### src/rtl/eh2_lsu_amo_ctl.sv
// Atomic (AMO / LR.W / SC.W) sequencer: arbitrates thread requests, runs each one as a
// DCCM read-modify-write through an external combinational ALU, and tracks LR reservations.
module eh2_lsu_amo_ctl #(
  parameter  int NUM_THREADS = 2,
  parameter  int RSV_LSB     = 2,
  localparam int TW          = (NUM_THREADS > 1) ? $clog2(NUM_THREADS) : 1
) (
  input  logic                     clk,
  input  logic                     rst_l,
  input  logic [NUM_THREADS-1:0]   req_valid,
  output logic [NUM_THREADS-1:0]   req_ready,
  input  logic [5*NUM_THREADS-1:0] req_op,
  input  logic [NUM_THREADS-1:0]   req_unsign,
  input  logic [32*NUM_THREADS-1:0] req_addr,
  input  logic [32*NUM_THREADS-1:0] req_wdata,
  input  logic [NUM_THREADS-1:0]   flush,
  output logic                     dccm_rd_en,
  output logic                     dccm_wr_en,
  output logic [31:0]              dccm_addr,
  output logic [31:0]              dccm_wr_data,
  input  logic                     dccm_gnt,
  input  logic                     dccm_rd_valid,
  input  logic [31:0]              dccm_rd_data,
  output logic                     amo_valid,
  output logic [4:0]               amo_op,
  output logic                     amo_unsign,
  output logic [31:0]              amo_mem_data,
  output logic [31:0]              amo_src_data,
  input  logic [31:0]              amo_result,
  input  logic                     snoop_valid,
  input  logic [31:0]              snoop_addr,
  output logic                     rsp_valid,
  output logic [TW-1:0]            rsp_tid,
  output logic [31:0]              rsp_data
);

  typedef enum logic [2:0] {S_IDLE, S_RD, S_RDW, S_DRAIN, S_EXEC, S_WR, S_RSP} state_t;

  localparam logic [4:0]  OP_SWAP = 5'd1;
  localparam logic [4:0]  OP_LR   = 5'd2;
  localparam logic [4:0]  OP_SC   = 5'd3;
  localparam logic [31:0] GMASK   = ~((32'd1 << RSV_LSB) - 32'd1);

  // Unknown encodings execute as swap so the ALU only ever sees legal ops.
  function automatic logic [4:0] legalize(input logic [4:0] op);
    case (op)
      5'd0, 5'd1, 5'd2, 5'd3, 5'd4, 5'd8, 5'd12,
      5'd16, 5'd20, 5'd24, 5'd28: legalize = op;
      default:                    legalize = OP_SWAP;
    endcase
  endfunction

  state_t                 state_q, state_d;
  logic [TW-1:0]          rr_q, rr_d, tid_q, win;
  logic                   found, accept, sc_pass, tid_flush;
  logic [NUM_THREADS-1:0] elig;
  logic [4:0]             op_q, win_op;
  logic                   unsign_q, sc_fail_q;
  logic [31:0]            addr_q, src_q, old_q, wr_data_q;
  logic [31:0]            win_addr, win_wdata, win_gran, snoop_gran, addr_gran;
  logic [NUM_THREADS-1:0] rsv_vld_q, rsv_vld_d;
  logic [31:0]            rsv_gran_q [NUM_THREADS];
  logic [31:0]            rsv_gran_d [NUM_THREADS];

  // Round-robin search starting at the pointer; flushed threads are not eligible.
  always_comb begin
    // NOTE: every always_comb output gets a default first so no path can infer a latch.
    found = 1'b0;
    win   = '0;
    elig  = req_valid & ~flush;
    for (int i = 0; i < NUM_THREADS; i++) begin
      if (!found && elig[(int'(rr_q) + i) % NUM_THREADS]) begin
        found = 1'b1;
        win   = TW'((int'(rr_q) + i) % NUM_THREADS);
      end
    end
  end

  assign accept     = (state_q == S_IDLE) && found;
  assign win_op     = legalize(req_op[int'(win)*5 +: 5]);
  assign win_addr   = req_addr[int'(win)*32 +: 32];
  assign win_wdata  = req_wdata[int'(win)*32 +: 32];
  assign win_gran   = win_addr & GMASK;
  assign snoop_gran = snoop_addr & GMASK;
  assign addr_gran  = addr_q & GMASK;
  assign tid_flush  = flush[tid_q];
  // A snoop hitting the granule in the SC's own accept cycle beats the reservation.
  assign sc_pass    = rsv_vld_q[win] && (rsv_gran_q[win] == win_gran) &&
                      !(snoop_valid && (snoop_gran == win_gran));
  assign rr_d       = !accept ? rr_q : (int'(win) == NUM_THREADS - 1) ? '0 : win + TW'(1);

  always_ff @(posedge clk or negedge rst_l) begin
    // NOTE: sequential state uses non-blocking assignments only, so every flop samples pre-edge values.
    if (!rst_l) state_q <= S_IDLE;
    else        state_q <= state_d;
  end

  always_comb begin
    state_d = state_q;
    case (state_q)
      S_IDLE:  if (accept) state_d = (win_op != OP_SC) ? S_RD : sc_pass ? S_WR : S_RSP;
      S_RD:    if (tid_flush)          state_d = dccm_gnt ? S_DRAIN : S_IDLE;
               else if (dccm_gnt)      state_d = S_RDW;
      S_RDW:   if (tid_flush)          state_d = dccm_rd_valid ? S_IDLE : S_DRAIN;
               else if (dccm_rd_valid) state_d = (op_q == OP_LR) ? S_RSP : S_EXEC;
      S_DRAIN: if (dccm_rd_valid)      state_d = S_IDLE;
      S_EXEC:  state_d = S_WR;
      S_WR:    if (dccm_gnt)           state_d = S_RSP;
      S_RSP:   state_d = S_IDLE;
      default: state_d = S_IDLE;
    endcase
  end

  always_comb begin
    req_ready = '0;
    if (accept) req_ready[win] = 1'b1;
    dccm_rd_en   = (state_q == S_RD);
    dccm_wr_en   = (state_q == S_WR);
    dccm_addr    = addr_q;
    dccm_wr_data = wr_data_q;
    amo_valid    = (state_q == S_EXEC);
    amo_op       = op_q;
    amo_unsign   = unsign_q;
    amo_mem_data = old_q;
    amo_src_data = src_q;
    rsp_valid    = (state_q == S_RSP);
    rsp_tid      = rsp_valid ? tid_q : '0;
    rsp_data     = !rsp_valid ? 32'd0 : (op_q == OP_SC) ? {31'd0, sc_fail_q} : old_q;
  end

  // Reservation bookkeeping: LR sets, SC consumes, foreign writes / snoops / flush clear.
  always_comb begin
    rsv_vld_d  = rsv_vld_q;
    rsv_gran_d = rsv_gran_q;
    if ((state_q == S_RDW) && dccm_rd_valid && (op_q == OP_LR) && !tid_flush &&
        !(snoop_valid && (snoop_gran == addr_gran))) begin
      rsv_vld_d[tid_q]  = 1'b1;
      rsv_gran_d[tid_q] = addr_gran;
    end
    if (accept && (win_op == OP_SC)) rsv_vld_d[win] = 1'b0;
    for (int t = 0; t < NUM_THREADS; t++) begin
      if (snoop_valid && (rsv_gran_d[t] == snoop_gran)) rsv_vld_d[t] = 1'b0;
      if ((state_q == S_WR) && dccm_gnt && (t != int'(tid_q)) && (rsv_gran_d[t] == addr_gran))
        rsv_vld_d[t] = 1'b0;
      if (flush[t]) rsv_vld_d[t] = 1'b0;
    end
  end

  always_ff @(posedge clk or negedge rst_l) begin
    if (!rst_l) begin
      rr_q       <= '0;
      tid_q      <= '0;
      op_q       <= '0;
      unsign_q   <= 1'b0;
      sc_fail_q  <= 1'b0;
      addr_q     <= '0;
      src_q      <= '0;
      old_q      <= '0;
      wr_data_q  <= '0;
      rsv_vld_q  <= '0;
      // NOTE: the granule array is reset too, so no X can reach the reservation compares.
      rsv_gran_q <= '{default: '0};
    end else begin
      if (accept) begin
        op_q      <= win_op;
        unsign_q  <= req_unsign[win];
        addr_q    <= win_addr;
        src_q     <= win_wdata;
        wr_data_q <= win_wdata;
        tid_q     <= win;
        sc_fail_q <= !sc_pass;
      end
      if ((state_q == S_RDW) && dccm_rd_valid) old_q     <= dccm_rd_data;
      if (state_q == S_EXEC)                   wr_data_q <= amo_result;
      rr_q       <= rr_d;
      rsv_vld_q  <= rsv_vld_d;
      rsv_gran_q <= rsv_gran_d;
    end
  end

endmodule
### config.mk
export PLATFORM = sky130hd
export DESIGN_NAME = eh2_lsu_amo_ctl
export DESIGN_NICKNAME = d
export VERILOG_FILES = /design/src/rtl/eh2_lsu_amo_ctl.sv
export SDC_FILE = /design/constraint.sdc
export NUM_CORES = 1
export LEC_CHECK = 0
export BUFFER_PORTS_ARGS = -buffer_cell sky130_fd_sc_hd__buf_2
export CORE_ASPECT_RATIO = 0.8
export CORE_MARGIN = 2
export CORE_UTILIZATION = 50
export DETAILED_ROUTE_END_ITERATION = 6
export GPL_TIMING_DRIVEN = 0
export HOLD_SLACK_MARGIN = 0.1
export PLACE_DENSITY_LB_ADDON = 0.3
export RECOVER_POWER = 100
export SETUP_SLACK_MARGIN = 0.1
export SLEW_MARGIN = 15
export SYNTH_ARGS = -nofsm -noshare
export SYNTH_HDL_FRONTEND = slang
export SYNTH_SLANG_ARGS = --single-unit
### constraint.sdc
create_clock -name clk -period 8 [get_ports clk]
set_input_delay 0.4 -clock clk [delete_from_list [all_inputs] [get_ports clk]]
set_output_delay 0.4 -clock clk [all_outputs]
set_load 0.03 [all_outputs]
* Word-level counts from Yosys, hierarchy flattened
Cells that the tools add are included.
** Operators by class
- Add/sub/neg operators :: 2
- Multipliers :: 1
- Magnitude comparators :: 9
- Equal/unequal tests :: 32
- Shifts and indexed selects :: 3
- Mux-type cells :: 55
- Bitwise gates (word level) :: 9
- Reductions and logical operators :: 31
** Operators by type and width (count)
- two-way mux 32 bit :: 8
- equality test 32 bit :: 5
- indexed part select 64 x 7 -> 32 bit :: 2
- bitwise mux 64 bit :: 1
- two-way mux 64 bit :: 1
- equality test 30 bit :: 2
- demux 32 bit (select 1 bit) :: 1
- equality test 5 x 2 -> 1 bit (second input constant) :: 5
- two-way mux 1 bit :: 25
- two-way mux 3 bit :: 8
- logical AND 1 bit :: 21
- equality test 5 bit (second input constant) :: 4
- one-hot mux 3 bit (6 select lines) :: 1
- two-way mux 2 bit :: 7
- OR reduction 11 bit :: 1
- equality test 5 x 4 -> 1 bit (second input constant) :: 2
- indexed part select 10 x 5 -> 5 bit :: 1
- equality test 3 bit (second input constant) :: 3
- equality test 3 x 2 -> 1 bit (second input constant) :: 2
- less-than comparator 1 x 2 -> 1 bit (second input constant) :: 3
- equality test 5 x 1 -> 1 bit (second input constant) :: 1
- equality test 5 x 3 -> 1 bit (second input constant) :: 1
- zero test 1 bit :: 5
- zero test 5 bit :: 1
- 23 further kinds :: 31
** Word-level totals
- Register bits :: 206
- Word-level logic and storage cells :: 155

* Logic depth before layout (Yosys ltp)
- Word-level depth :: 19
- Gate-level depth with buffers :: 11
- Mapped depth without buffers :: 9

* Worst setup path after synthesis
OpenSTA, ideal clock, no wires.
- Path kind :: reg-to-reg
- Start point :: register addr_q[10] (netlist: dccm_addr[10])
- End point :: register rsv_vld_q[1]
- Library setup time :: 0.134 ns
- Arrival :: 2.792 ns
- Slack :: 5.075 ns
- Stages on the path, launching flop included :: 12
- Clock period less this slack :: 2.925 ns
- Cells stage by stage :: dfrtp_1 clkbuf_1 xnor2_1 nand4_1 a2111oi_0 nand2_1 o21ai_2 buf_6 mux2_2 a22o_1 nor4b_2 a31oi_1
** RTL lines
- start, declared :: line 59 : logic [31:0] addr_q, src_q, old_q, wr_data_q;
- start signal, assigned :: line 167 : addr_q <= win_addr;
- end signal, assigned :: line 176 : rsv_vld_q <= rsv_vld_d;
- end, declared :: line 61 : logic [NUM_THREADS-1:0] rsv_vld_q, rsv_vld_d;

==> flow_summary.yaml <==
critical_path:
  worstPathRequired_ns: 8.39
  path_class: "flip-flop to flip-flop"
  worstSetupStartpointType: "flip-flop"
  cp-end-kind: "flip-flop"
  crit_fanout: 11
  cp.arrival_ns: 5.46
  rrSetupSlack_ns: 2.94
  reg2reg_to: "rsv_vld_q[0]$_DFF_PN0_"
  rr_worst_depth: 11
  worst_r2r_startpoint: "dccm_addr[31]$_DFFE_PN0P_"
logic_synthesis:
  synthDominantCellAreaShare_pct: 43.40
  synth_flop_cell: "dfrtp_1"
  synthCells: 1252
  yosys-top-cells-area: "dfrtp_1 43%, xnor2_1 8.5%, nand2_1 7.0%"
  synth.avg_cell_area_um2: 9.487
  yosys_warnings: 0
  synth_nets: 1497
  synth-seq-area-share_pct: 43.40
  synth_top_area_cell: "dfrtp_1"
  synth_edf_count: 0
  ys_ff_latch: 206
  ys_async_sr_fraction_pct: 100.0
  ys_types: 57
  syn_area_um2: 11880
timing:
  rsz0062_at_grt: "no"
  fin_worst_skew_ns: 0.01439
  setup-tns-final_ns: 0
  slew_headroom_pct: -17.48
  finalHoldViolCount: 0
  period_minus_slack_ns: 5.062
  finalWorstSetupSlack_ns: 2.938
  fin_crit_sh_pct: 63.28
  max_clock_freq_mhz: 197.5
  setup_violations: 0
  finalMaxSlewViolations: 32
  worst_slew_pin_slew_ns: 1.762
floorplan:
  die_w_um: 176.3
  die_y_um: 141.9
  placementRows: 50
  start_util_pct: 50.90
  core_area_um2: 23330
  design.portCount: 418
  dieArea_um2: 25010
worst_hold_path:
  hp-class: "input port to flip-flop"
  hold_depth: 2
  min_to: "dccm_wr_data[8]$_DFFE_PN0P_"
  min-delay-start: "amo_result[8]"
finish:
  final_core_util_pct: 65.20
  syn_to_final_growth_pct: 28.09
  fillCellCount: 2000
  drive_gt1_share_pct: 20.28
  final_cell_mix: "265 x buf_2, 226 x clkbuf_1, 221 x nand2_1"
  layout.nets: 1970
  layout_commonest_cell: "buf_2"
clock_tree:
  numCtsBuffers: 22
  cts_hold_buffers: 33
  tritoncts: "done"
  numClockSinks: 206
  htree_levels: 1
  clk_latency_ns: 0.53
  postCtsSetupRepairBufs: 0
  cts_resized: 0
  cts_root_buffer: "clkbuf_16"
  cts_buffer_depth: 3
  path_clk_slew_ns: 0.07
detailed_routing:
  final_antenna_net_count: 0
  vias_per_cell: 5.912
  vias: 12160
  drt-total-wl_mm: 52.19
  drc: 0
  dr.pass1.iters: 5
  drt-wirelength-per-cell_um: 25.37
  drt-initial-drc-count: 1251
pwr:
  p_leak_nw: 7.317
  power_per_cell_area_nw_per_um2: 342.0
  ir_drop_uv: 284.7
placed_design:
  io_buffers: 414
  finalWeightedCongestion: 1.029
  dp_slack_ns: 3.937
  dpl.hpwl_mm: 41.28
global_route:
  grt_overflow_total: 0
  grt_pass1_wl_mm: 74.29
  grt.total_usage_pct: 40.77
  grt_max_degree: 103
  antenna_found_initial: 3
  grt_pass1_vias: 11562
status:
  status: "finished, violations left"
  failed_checks: "capacitance limit, slew limit"
job:
  maxCapViolCount: 2
==> cell usage after synthesis, types with 3 or more instances <==
master and number:
a22oi_1 4, nor2_1 25, buf_1 4, o221ai_1 4
mux2_2 50, nand2b_1 9, xnor2_1 115, buf_6 5
and3_1 3, a21o_1 34, clkbuf_1 58, a21oi_1 42
a2111oi_0 3, inv_1 50, a22o_1 4, nand3_1 12
o22ai_1 11, nand4_1 35, a31oi_1 11, nor4b_2 3
dfrtp_1 206, nand2_1 221, nor2b_1 9, or4_1 4
o31ai_1 3, o2bb2ai_1 10, xor2_1 73, o21ai_0 52
nor4_1 25, a221oi_1 5, mux2i_1 35, nor3_1 19
a221o_1 33, buf_2 9, and2_1 38
==> critical path, stage by stage (launching register included) <==
cell and delay (ns):
dfrtp_1 0.35, clkbuf_1 0.42, xnor2_1 0.18, nand4_1 0.16, a2111oi_0 1.14, nand2_1 0.15
o21ai_0 0.50, clkbuf_1 0.77, mux2_1 0.46, xor2_1 0.23, nor4_1 0.43, a31oi_1 0.13
==> area by class of cell <==
cell class,count,area [um^2],share of cell area [%]
multi-input cells,917,6161,40.49
clock buffers,27,620.6,4.079
plain buffers,79,317.8,2.089
diodes,4,10.01,0.06579
well taps,312,390.4,2.566
inverters,50,187.7,1.234
flip-flops and latches,206,5155,33.88
repair buffers,449,2266,14.89
clock inverters,13,106.4,0.6990
==> stage by stage <==
step / hold slack [ns] / power [mW] / instances / cell area, um^2
4_1_cts: 0.1093 / 5.234 / 2053 / 15470
3_5_place_dp: 0.2683 / 4.189 / 1980 / 14410
3_3_place_gp: 0.4545 / 4.140 / 1978 / 14340
2_1_floorplan: 0.1044 / 3.228 / 1252 / 11880
6_report: 0.1091 / 5.204 / 2057 / 15210
5_1_grt: 0.1174 / 5.415 / 2053 / 15200
==> how the worst max path moves through the flow <==
stage                                   start                      endpoint  slack (ns)  cells past startpoint
global route        dccm_addr[31]$_DFFE_PN0P_        rsv_vld_q[1]$_DFF_PN0_        2.77                     11
floorplan           dccm_addr[10]$_DFFE_PN0P_        rsv_vld_q[1]$_DFF_PN0_        5.07                     11
CTS                  dccm_addr[6]$_DFFE_PN0P_        rsv_vld_q[0]$_DFF_PN0_        3.95                     11
finish              dccm_addr[31]$_DFFE_PN0P_        rsv_vld_q[0]$_DFF_PN0_        2.94                     11
global placement                        rst_l  amo_mem_data[22]$_DFFE_PN0N_        2.99                      1
detailed placement   dccm_addr[6]$_DFFE_PN0P_        rsv_vld_q[0]$_DFF_PN0_        3.94                     11
==> power breakdown <==
part / leakage [nW] / internal, mW / switching (mW)
Clock: 0.349 / 0.587 / 0.448
Combinational: 4.30 / 0.701 / 1.79
Sequential: 2.67 / 1.39 / 0.292
==> kinds of logic (layout without fill, tap and decap cells) <==
logic type | Yosys count | in the layout | share of synthesized area [%]
mux | 88 | 88 | 8.027
simple gates | 412 | 412 | 16.62
buf+inv | 129 | 618 | 4.561
flops | 206 | 206 | 43.40
compound gates | 229 | 229 | 13.53
other cells | 0 | 4 | 0
xor+xnor | 188 | 188 | 13.86
==> routing by layer <==
layer / up-vias / part of all wire (%) / wire length, um / track usage, %
li1: 5293 / - / - / -
met1: 5923 / 42 / 21710 / 57.62
met2: 830 / 43 / 22280 / 60.31
met3: 112 / 13 / 6731 / 13.96
met4: 2 / 2.8 / 1462 / 9.917
met5: - / 0.017 / 9 / 0
==> registers in the layout, indices dropped and copies added (netlist names) <==
name	flops
dccm_addr	32
rsv_vld_q	2
amo_mem_data	32
state_q	3
amo_op	5
tid_q	1
amo_src_data	32
sc_fail_q	1
dccm_wr_data	32
rr_q	1
rsv_gran_q	64
amo_unsign	1
No activity file was read; power rests on OpenSTA's default activity.
